[config.mk]
export PLATFORM = sky130hd
export DESIGN_NAME = addsub_pipe
export DESIGN_NICKNAME = d
export VERILOG_FILES = /design/src/rtl/alu_pkg.sv /design/src/rtl/addsub_chunk.sv /design/src/rtl/addsub_pipe.sv
export SDC_FILE = /design/constraint.sdc
export NUM_CORES = 1
export LEC_CHECK = 0
export CORE_ASPECT_RATIO = 1.75
export CORE_UTILIZATION = 50
export DETAILED_ROUTE_END_ITERATION = 12
export PLACE_DENSITY = 0.86
export SLEW_MARGIN = 20
export SYNTH_ARGS = -nofsm -noshare
export SYNTH_HDL_FRONTEND = slang
export SYNTH_SLANG_ARGS = --single-unit
[constraint.sdc]
create_clock -name clk -period 3.41 [get_ports clk]
set_input_delay 0.682 -clock clk [delete_from_list [all_inputs] [get_ports clk]]
set_output_delay 0.682 -clock clk [all_outputs]
set_load 0.02 [all_outputs]
[src/rtl/alu_pkg.sv]
// -----------------------------------------------------------------------------
// alu_pkg
// Shared constants for the add/subtract pipeline.
//   OVF_WRAP / OVF_ZERO / OVF_SAT / OVF_RSVD : encodings of the 2-bit ovf_mode
//   input. OVF_RSVD falls back to wrap behaviour.
// -----------------------------------------------------------------------------
package alu_pkg;

  localparam logic [1:0] OVF_WRAP = 2'b00;
  localparam logic [1:0] OVF_ZERO = 2'b01;
  localparam logic [1:0] OVF_SAT  = 2'b10;
  localparam logic [1:0] OVF_RSVD = 2'b11;

endpackage : alu_pkg

[src/rtl/addsub_chunk.sv]
// -----------------------------------------------------------------------------
// addsub_chunk
// Combinational CW-bit adder slice used by one pipeline stage.
// Ports:
//   i_a, i_b  : chunk operands (i_b already inverted by the caller for subtract)
//   i_cin     : carry into the chunk LSB
//   o_sum     : chunk sum
//   o_cout    : carry out of the chunk MSB
//   o_cmsb    : carry into the chunk MSB (used for signed overflow on the top chunk)
// -----------------------------------------------------------------------------
module addsub_chunk #(
  parameter int CW = 8
) (
  input  logic [CW-1:0] i_a,
  input  logic [CW-1:0] i_b,
  input  logic          i_cin,
  output logic [CW-1:0] o_sum,
  output logic          o_cout,
  output logic          o_cmsb
);

  logic [CW:0] w_full;

  assign w_full = {1'b0, i_a} + {1'b0, i_b} + {{CW{1'b0}}, i_cin};
  assign o_sum  = w_full[CW-1:0];
  assign o_cout = w_full[CW];
  // The MSB sum bit is a ^ b ^ carry_in, so the carry into the MSB falls out
  // of the same XOR without a second adder.
  assign o_cmsb = o_sum[CW-1] ^ i_a[CW-1] ^ i_b[CW-1];

endmodule : addsub_chunk

[src/rtl/addsub_pipe.sv]
// -----------------------------------------------------------------------------
// addsub_pipe
// Pipelined two's-complement adder/subtractor. Operands are split into STAGES
// chunks (LSB first); each stage adds one chunk and registers its carry. The
// final stage applies the overflow policy and drives registered outputs.
// Latency is STAGES cycles; the whole pipe stalls when the output is held.
//
// Parameters: WIDTH (2..64), STAGES (WIDTH must be a multiple of STAGES)
// Ports:
//   clk, rst_n           : clock, asynchronous active-low reset
//   in_valid / in_ready  : input handshake (in_ready = out_ready | ~out_valid)
//   a, b, sub, ovf_mode  : operands, 0=add 1=subtract, overflow policy
//   out_valid / out_ready: output handshake
//   sum                  : result after policy
//   carry, overflow      : raw carry-out of MSB, raw signed overflow
//   zero                 : sum (after policy) is zero
// Configuration macro:
//   ADDSUB_PIPE_SAT_EN   : compiles in the saturate policy (ovf_mode 10);
//                          otherwise mode 10 behaves as wrap.
// -----------------------------------------------------------------------------
module addsub_pipe
  import alu_pkg::*;
#(
  parameter int WIDTH  = 16,
  parameter int STAGES = 2
) (
  input  logic             clk,
  input  logic             rst_n,
  input  logic             in_valid,
  output logic             in_ready,
  input  logic [WIDTH-1:0] a,
  input  logic [WIDTH-1:0] b,
  input  logic             sub,
  input  logic [1:0]       ovf_mode,
  output logic             out_valid,
  input  logic             out_ready,
  output logic [WIDTH-1:0] sum,
  output logic             carry,
  output logic             overflow,
  output logic             zero
);

  localparam int CW   = WIDTH / STAGES;
  localparam int LAST = STAGES - 1;
  // Inter-stage slots; kept at least one deep so a single-stage build elaborates.
  localparam int NMID = (STAGES > 1) ? STAGES - 1 : 1;

  // Inter-stage registers: slot k holds the beat after stage k has added its chunk.
  logic [NMID-1:0]  r_vld;
  logic [WIDTH-1:0] r_a   [NMID];
  logic [WIDTH-1:0] r_b   [NMID];
  logic [WIDTH-1:0] r_res [NMID];
  logic [NMID-1:0]  r_cy;
  logic [NMID-1:0]  r_sub;
  logic [1:0]       r_mode[NMID];

  // Output registers
  logic             r_out_valid;
  logic [WIDTH-1:0] r_sum;
  logic             r_carry;
  logic             r_ovf;
  logic             r_zero;

  // Per-stage inputs and chunk results
  logic [WIDTH-1:0]           w_a      [STAGES];
  logic [WIDTH-1:0]           w_b      [STAGES];
  logic [WIDTH-1:0]           w_res    [STAGES];
  logic [WIDTH-1:0]           w_res_nxt[STAGES];
  logic [1:0]                 w_mode   [STAGES];
  logic [STAGES-1:0]          w_vld;
  logic [STAGES-1:0]          w_sub;
  logic [STAGES-1:0]          w_cin;
  logic [STAGES-1:0][CW-1:0]  w_csum;
  logic [STAGES-1:0]          w_cout;
  logic [STAGES-1:0]          w_cmsb;

  logic [WIDTH-1:0] w_raw;
  logic [WIDTH-1:0] w_pol;
  logic             w_ovf;
  logic             w_unused;

  // The pipe moves as one unit; a held output freezes every stage behind it.
  assign in_ready = out_ready | ~r_out_valid;

  // Stage 0 is fed from the ports, later stages from the previous slot.
  // Subtract enters stage 0 as carry-in 1 (A + ~B + 1).
  // NOTE: every always_comb output gets a default before any branch, so no
  // path can leave a value unassigned and infer a latch.
  always_comb begin
    w_a[0]    = a;
    w_b[0]    = b;
    w_res[0]  = '0;
    w_cin[0]  = sub;
    w_sub[0]  = sub;
    w_mode[0] = ovf_mode;
    w_vld[0]  = in_valid;
    for (int k = 1; k < STAGES; k++) begin
      w_a[k]    = r_a[k-1];
      w_b[k]    = r_b[k-1];
      w_res[k]  = r_res[k-1];
      w_cin[k]  = r_cy[k-1];
      w_sub[k]  = r_sub[k-1];
      w_mode[k] = r_mode[k-1];
      w_vld[k]  = r_vld[k-1];
    end
  end

  for (genvar k = 0; k < STAGES; k++) begin : g_stage
    logic [CW-1:0] w_b_chunk;
    assign w_b_chunk = w_b[k][k*CW +: CW] ^ {CW{w_sub[k]}};

    addsub_chunk #(.CW(CW)) u_chunk (
      .i_a    (w_a[k][k*CW +: CW]),
      .i_b    (w_b_chunk),
      .i_cin  (w_cin[k]),
      .o_sum  (w_csum[k]),
      .o_cout (w_cout[k]),
      .o_cmsb (w_cmsb[k])
    );
  end

  // Merge each stage's chunk into the partial result it carries forward.
  always_comb begin
    for (int k = 0; k < STAGES; k++) begin
      w_res_nxt[k]              = w_res[k];
      w_res_nxt[k][k*CW +: CW]  = w_csum[k];
    end
  end

  // Bits a stage no longer needs (consumed low operand chunks, stale upper
  // result bits, inner-chunk MSB carries) are collected here and left unused.
  always_comb begin
    w_unused = 1'b0;
    for (int k = 0; k < STAGES; k++) begin
      w_unused = w_unused ^ (^w_a[k]) ^ (^w_b[k]) ^ (^w_res[k]) ^ w_cmsb[k];
    end
  end

  // NOTE: only valid bits are reset; slot data is don't-care while its valid
  // bit is 0, so the wide operand/result registers stay reset-free.
  always_ff @(posedge clk or negedge rst_n) begin
    if (!rst_n) begin
      r_vld <= '0;
    end else if (in_ready) begin
      for (int k = 0; k < STAGES - 1; k++) begin
        r_vld[k] <= w_vld[k];
      end
    end
  end

  // NOTE: clocked state uses non-blocking assignments so every register
  // samples pre-edge values regardless of statement order.
  always_ff @(posedge clk) begin
    if (in_ready) begin
      for (int k = 0; k < STAGES - 1; k++) begin
        r_a[k]    <= w_a[k];
        r_b[k]    <= w_b[k];
        r_res[k]  <= w_res_nxt[k];
        r_cy[k]   <= w_cout[k];
        r_sub[k]  <= w_sub[k];
        r_mode[k] <= w_mode[k];
      end
    end
  end

  // Final stage: raw result and signed overflow from the top chunk.
  assign w_raw = w_res_nxt[LAST];
  assign w_ovf = w_cout[LAST] ^ w_cmsb[LAST];

  // Policy only alters sum; carry and overflow always report raw arithmetic.
  always_comb begin
    w_pol = w_raw;
    if (w_ovf) begin
      case (w_mode[LAST])
        OVF_ZERO: w_pol = '0;
`ifdef ADDSUB_PIPE_SAT_EN
        // Overflow direction follows A's sign for both add and subtract.
        OVF_SAT:  w_pol = w_a[LAST][WIDTH-1] ? {1'b1, {(WIDTH-1){1'b0}}}
                                             : {1'b0, {(WIDTH-1){1'b1}}};
`endif
        default:  w_pol = w_raw;
      endcase
    end
  end

  always_ff @(posedge clk or negedge rst_n) begin
    if (!rst_n) begin
      r_out_valid <= 1'b0;
      r_sum       <= '0;
      r_carry     <= 1'b0;
      r_ovf       <= 1'b0;
      r_zero      <= 1'b0;
    end else if (in_ready) begin
      r_out_valid <= w_vld[LAST];
      r_sum       <= w_pol;
      r_carry     <= w_cout[LAST];
      r_ovf       <= w_ovf;
      r_zero      <= (w_pol == '0);
    end
  end

  assign out_valid = r_out_valid;
  assign sum       = r_sum;
  assign carry     = r_carry;
  assign overflow  = r_ovf;
  assign zero      = r_zero;

endmodule : addsub_pipe

# Word-level counts from Yosys, hierarchy flattened
# Memories as Yosys holds them, arrays and structs flattened.
# Cells that the tools add are included.
[word_totals]
ramBits = 42
mem_count = 4
reg_bits = 23
inputBits = 39
[memory_table]
columns = ["memory", "depth", "word_bits", "rd", "rd_clocked_by_memory_dff", "wr", "line_no", "text"]
rows = [
  ["r_a", 1, 16, 1, 0, 1, "addsub_pipe.sv:50", "logic [WIDTH-1:0] r_a [NMID];"],
  ["r_b", 1, 16, 1, 0, 1, "addsub_pipe.sv:51", "logic [WIDTH-1:0] r_b [NMID];"],
  ["r_res", 1, 8, 1, 0, 1, "addsub_pipe.sv:52", "logic [WIDTH-1:0] r_res [NMID];"],
  ["r_mode", 1, 2, 1, 0, 1, "addsub_pipe.sv:55", "logic [1:0] r_mode[NMID];"],
]
[op_classes]
add_sub_neg = 4
bitwise_logic = 7
reduce_logical = 1
muxes = 4
n_eq_ne = 1
[op_table]
columns = ["cell", "n"]
rows = [
  ["$mux 16", 2],
  ["$add 8x8->9", 2],
  ["$add 9x1->9", 2],
  ["$logic_not 16->1", 1],
  ["$xor 8x8->8", 2],
  ["$xor 1x1->1", 3],
  ["$eq 2x1->1 const B", 1],
  ["$mux 1", 2],
  ["$not 1->1", 1],
  ["$or 1x1->1", 1],
]

# Logic depth before layout (Yosys ltp)
# An unclocked memory read counts as a cell.
[logic_depth]
word_depth = 9
ltp_mapped = 12
ltp_nobuf = 10

# Hierarchy
# A second synthesis with hierarchy kept.
[unflattened]
cells_unflattened = 196
area_unflattened_um2 = 2571.2
[modules_own_cells]
columns = ["mod", "instances", "seq_area_each_um2", "cells_each", "area_per_inst_um2"]
rows = [
  ["addsub_pipe", 1, 1366.3, 108, 1818.0],
  ["addsub_chunk", 2, 0.0, 44, 376.6],
]

# Worst setup path after synthesis
# OpenSTA, ideal clock, no wires.
[synth_path]
kind = "input to output"
from = "input port out_ready"
to = "output port in_ready"
arrival_ns = 2.157
n_path_buf = 2
slack_ns = 0.571
required_ns = 2.728
stages = 4
cell_sequence = "nor2b_1 > buf_2 > inv_1 > buf_1"
[synth_between]
elab_chain_len = 1
[synth_rtl]
columns = ["item", "line_no", "text"]
rows = [
  ["start, declared", "addsub_pipe.sv:36", "input logic out_ready,"],
  ["$or 1x1->1", "addsub_pipe.sv:83", "assign in_ready = out_ready | ~r_out_valid;"],
  ["end, declared", "addsub_pipe.sv:30", "output logic in_ready,"],
]
# No other way between the ends.

# Worst setup path after layout
[layout_path]
from = "register r_sub"
to = "register r_ovf (netlist: overflow)"
[layout_between]
elab_chain_len = 6
[layout_rtl]
columns = ["item", "line_no", "text"]
rows = [
  ["start, declared", "addsub_pipe.sv:54", "logic [NMID-1:0] r_sub;"],
  ["start signal, assigned by index", "addsub_pipe.sv:160", "r_sub[k] <= w_sub[k];"],
  ["$xor 8x8->8 *", "addsub_pipe.sv:110", "assign w_b_chunk = w_b[k][k*CW +: CW] ^ {CW{w_sub[k]}};"],
  ["$add 8x8->9", "addsub_chunk.sv:24", "assign w_full = {1'b0, i_a} + {1'b0, i_b} + {{CW{1'b0}}, i_cin};"],
  ["$add 9x1->9", "addsub_chunk.sv:24", ""],
  ["$xor 1x1->1 (2 in a row)", "addsub_chunk.sv:29", "assign o_cmsb = o_sum[CW-1] ^ i_a[CW-1] ^ i_b[CW-1];"],
  ["$xor 1x1->1 *", "addsub_pipe.sv:168", "assign w_ovf = w_cout[LAST] ^ w_cmsb[LAST];"],
  ["end signal, assigned", "addsub_pipe.sv:197", "r_ovf <= w_ovf;"],
  ["end, declared", "addsub_pipe.sv:61", "logic r_ovf;"],
]
# Mark *: on every way between the ends. The rest lies on a longest branch, timed or not.
# A chain may end at the register's enable or synchronous reset.

==> results.sh <==
export IMPL_status="completed"
export IMPL_vias_per_cell=5.59
export IMPL_first_global_vias=1849
export IMPL_synth_edf_count=28
export IMPL_place_ws_ps=380
export IMPL_power_leakage_nw=1.38
export IMPL_detailroute_via_count=1823
export IMPL_synth_ff_type="edfxtp_1"
export IMPL_internal_power_mw=1.48
export IMPL_critPathSlowestCell="edfxtp_1"
export IMPL_dp_cells=318
export IMPL_ctsResizeCount=0
export IMPL_pin_count=60
export IMPL_worstPathArrival_ps=3080
export IMPL_grt_max_degree=42
export IMPL_cp_max_fo=17
export IMPL_fin_crit_sh=0.849
export IMPL_antenna_found_initial=0
export IMPL_drc=0
export IMPL_tritoncts="done"
export IMPL_drt_iter0_drc=41
export IMPL_critPathLaunchType="flop"
export IMPL_wl_mm=4.54
export IMPL_die_w_microns=56.5
export IMPL_end_kind="flop"
export IMPL_power_total_mw=2.24
export IMPL_syn_cell_area_sq_um=2590
export IMPL_cts_max_path_buffers=2
export IMPL_die_area_sq_um=5490
export IMPL_area_growth_pct=29.2
export IMPL_initial_utilization=0.521
export IMPL_numCtsBuffers=5
export IMPL_setup_violations=0
export IMPL_io_buffers=59
export IMPL_n_antenna_cell=0
export IMPL_cts_setup_buffers=0
export IMPL_finalHoldViolations=0
export IMPL_drive_above_1_share=0.0809
export IMPL_wire_per_inst_microns=13.9
export IMPL_clock_latency_ps=300
export IMPL_grt_util_all_layers=0.184
export IMPL_htreeDepth=2
export IMPL_critical_path_class="reg -> reg"
export IMPL_clkPwrFrac=0.178
export IMPL_coreArea_sq_um=4980
export IMPL_power_density_nw_per_um2=669
export IMPL_worstMarginPinSlew_ps=923
export IMPL_p_seq_frac=0.391
export IMPL_max_freq_ghz=0.346
export IMPL_post_route_min_period_ps=2890
export IMPL_synth_top_area_cell="edfxtp_1"
export IMPL_synth_area_per_cell_sq_um=12.5
export IMPL_ir_drop_mv=0.539
export IMPL_skew_ps=7.90
export IMPL_yosys_top_cells_count="edfxtp_1 (28), dfrtp_1 (21), a21oi_1 (20), xor2_1 (16), ha_1 (14)"
export IMPL_ys_top_cells_by_area="edfxtp_1 (32%), dfrtp_1 (20%), ha_1 (6.8%)"
export IMPL_maxCapViolations=0
export IMPL_grt_first_pass_wirelength_mm=7.94
export IMPL_place_congestion=0.785
export IMPL_hold_buffers=0
export IMPL_root_buffer="clkbuf_8"
export IMPL_power_frac_comb=0.431
export IMPL_ys_seq_area_frac=0.527
export IMPL_slowest_delay_ps=420
export IMPL_syn_inst=208
export IMPL_clock_sinks=49
export IMPL_hold_class="reg -> reg"
export IMPL_worst_endpoint_required_ps=3600
export IMPL_fin_ws_ps=516
export IMPL_clk_pin_slew_ps=90
export IMPL_tns_ps=0
export IMPL_grt_overflow_total=0
export IMPL_yosysMostFrequentCell="edfxtp_1"
export IMPL_synthesis_nets=264
export IMPL_drt_pass1_iter_count=4
export IMPL_maxSlewViolCount=0
export IMPL_p_switching_mw=0.766
export IMPL_synth_distinct_cells=48
export IMPL_final_cells=326
export IMPL_path_common_cell="fa_1"
export IMPL_num_fill_cells=365
export IMPL_rsz0062_at_grt="no"
export IMPL_power_switching_share=0.342
export IMPL_ys_warn_count=0
export IMPL_hpwlAfterDp_mm=3.46
export IMPL_synth_top_area_share=0.324
export IMPL_fin_area_sq_um=3350
export IMPL_worstPathCellList="xnor2_1 > fa_1 > inv_1 > fa_1 > a21o_1 > a221oi_1 > o21ba_2 > xnor2_2 > xor2_2 > buf_4 > mux2_2"
export IMPL_ant_nets=0
export IMPL_fin_nets=327
export IMPL_die_h_microns=97.3
export IMPL_synth_seq_cells=49
export IMPL_async_reset_ff_frac=0.429
export IMPL_rows=34
export IMPL_slew_headroom=0.383
export IMPL_postPlaceCellArea_sq_um=3240
==> metal layers <==
layer	wire [microns]	share of wire	vias to the layer above	global-route usage
met2	2550	0.56	58	0.339
met5	0	0	-	0
met4	94	0.021	0	0.0657
met3	176	0.039	13	0.0373
met1	1720	0.38	867	0.202
li1	-	-	885	-
==> worst paths after layout <==
check,start,endpoint,slack (ps),cells past startpoint
max,r_sub,overflow,520,11
min,r_vld,r_vld,480,2
max reg2reg,r_sub,overflow,520,11
min reg2reg,r_vld,r_vld,480,2
max in group asynchronous,rst_n,sum[14],1950,1
min in group asynchronous,rst_n,r_vld,890,1
==> cells in the final DEF (no fill, tap or decap), types with 2 or more instances in the layout <==
cell type and n:
a22oi_1 2, fa_1 3, xor2_1 16, nor2b_1 3
xnor2_1 8, mux2i_1 11, inv_1 6, nor3_1 3
nor2_1 7, and3_1 2, a21o_1 6, o21ai_0 8
edfxtp_1 28, nand2b_1 2, ha_1 14, mux2_2 2
a221oi_1 4, o21a_1 2, dfrtp_1 21, xor2_2 2
a21oi_1 20, nand2_1 8, buf_4 5, clkdlybuf4s50_1 59
clkbuf_8 5
==> power groups by stage <==
stage	Combinational (mW)	Sequential [mW]	Clock (mW)
floorplan	0.488	1.00	0
global placement	0.940	0.886	0
detailed placement	0.965	0.892	0
CTS	0.972	0.879	0.408
global route	1.06	0.895	0.434
finish	0.967	0.876	0.400
==> logic make-up (layout without fill, tap and decap cells) <==
| group | Yosys count | after routing | synth area share |
|---|---|---|---|
| AOI/OAI and AO/OA | 53 | 53 | 0.132 |
| xor gates and xnor gates | 27 | 27 | 0.0998 |
| adders and majority gates | 17 | 17 | 0.0906 |
| buffers and inverters | 14 | 78 | 0.0270 |
| DFF | 49 | 49 | 0.527 |
| muxes | 13 | 13 | 0.0511 |
| and+or+nand+nor | 35 | 35 | 0.0733 |
==> flip-flops by register name, summed over array words and instances, names as in the netlist, 2 cells and up <==
signal	flops
r_a	8
r_b	8
r_mode	2
r_res	8
sum	16
==> layout make-up <==
class,count,area [sq um],area share
inverters,6,22.5,0.00672
repair buffers,64,628,0.187
clock buffers,5,68.8,0.0205
clock inverters,3,41.3,0.0123
flip-flops and latches,49,1370,0.407
well taps,54,67.6,0.0201
multi-input cells,145,1160,0.346
==> through the flow <==
| stage | util | hold slack (ps) |
|---|---|---|
| 2_1_floorplan | - | 386 |
| 3_3_place_gp | 0.652 | 448 |
| 3_5_place_dp | 0.652 | 465 |
| 4_1_cts | 0.674 | 486 |
| 5_1_grt | 0.674 | 512 |
| 6_report | 0.674 | 475 |
==> worst max-delay path, delay by kind of cell, from the launching register on <==
family	cells	cell delay, ps
AOI/OAI and AO/OA	3	750
adders and majority gates	2	630
xor gates and xnor gates	3	460
DFF	1	420
muxes	1	280
buffers and inverters	2	260
(Power assumes the default switching activity.)
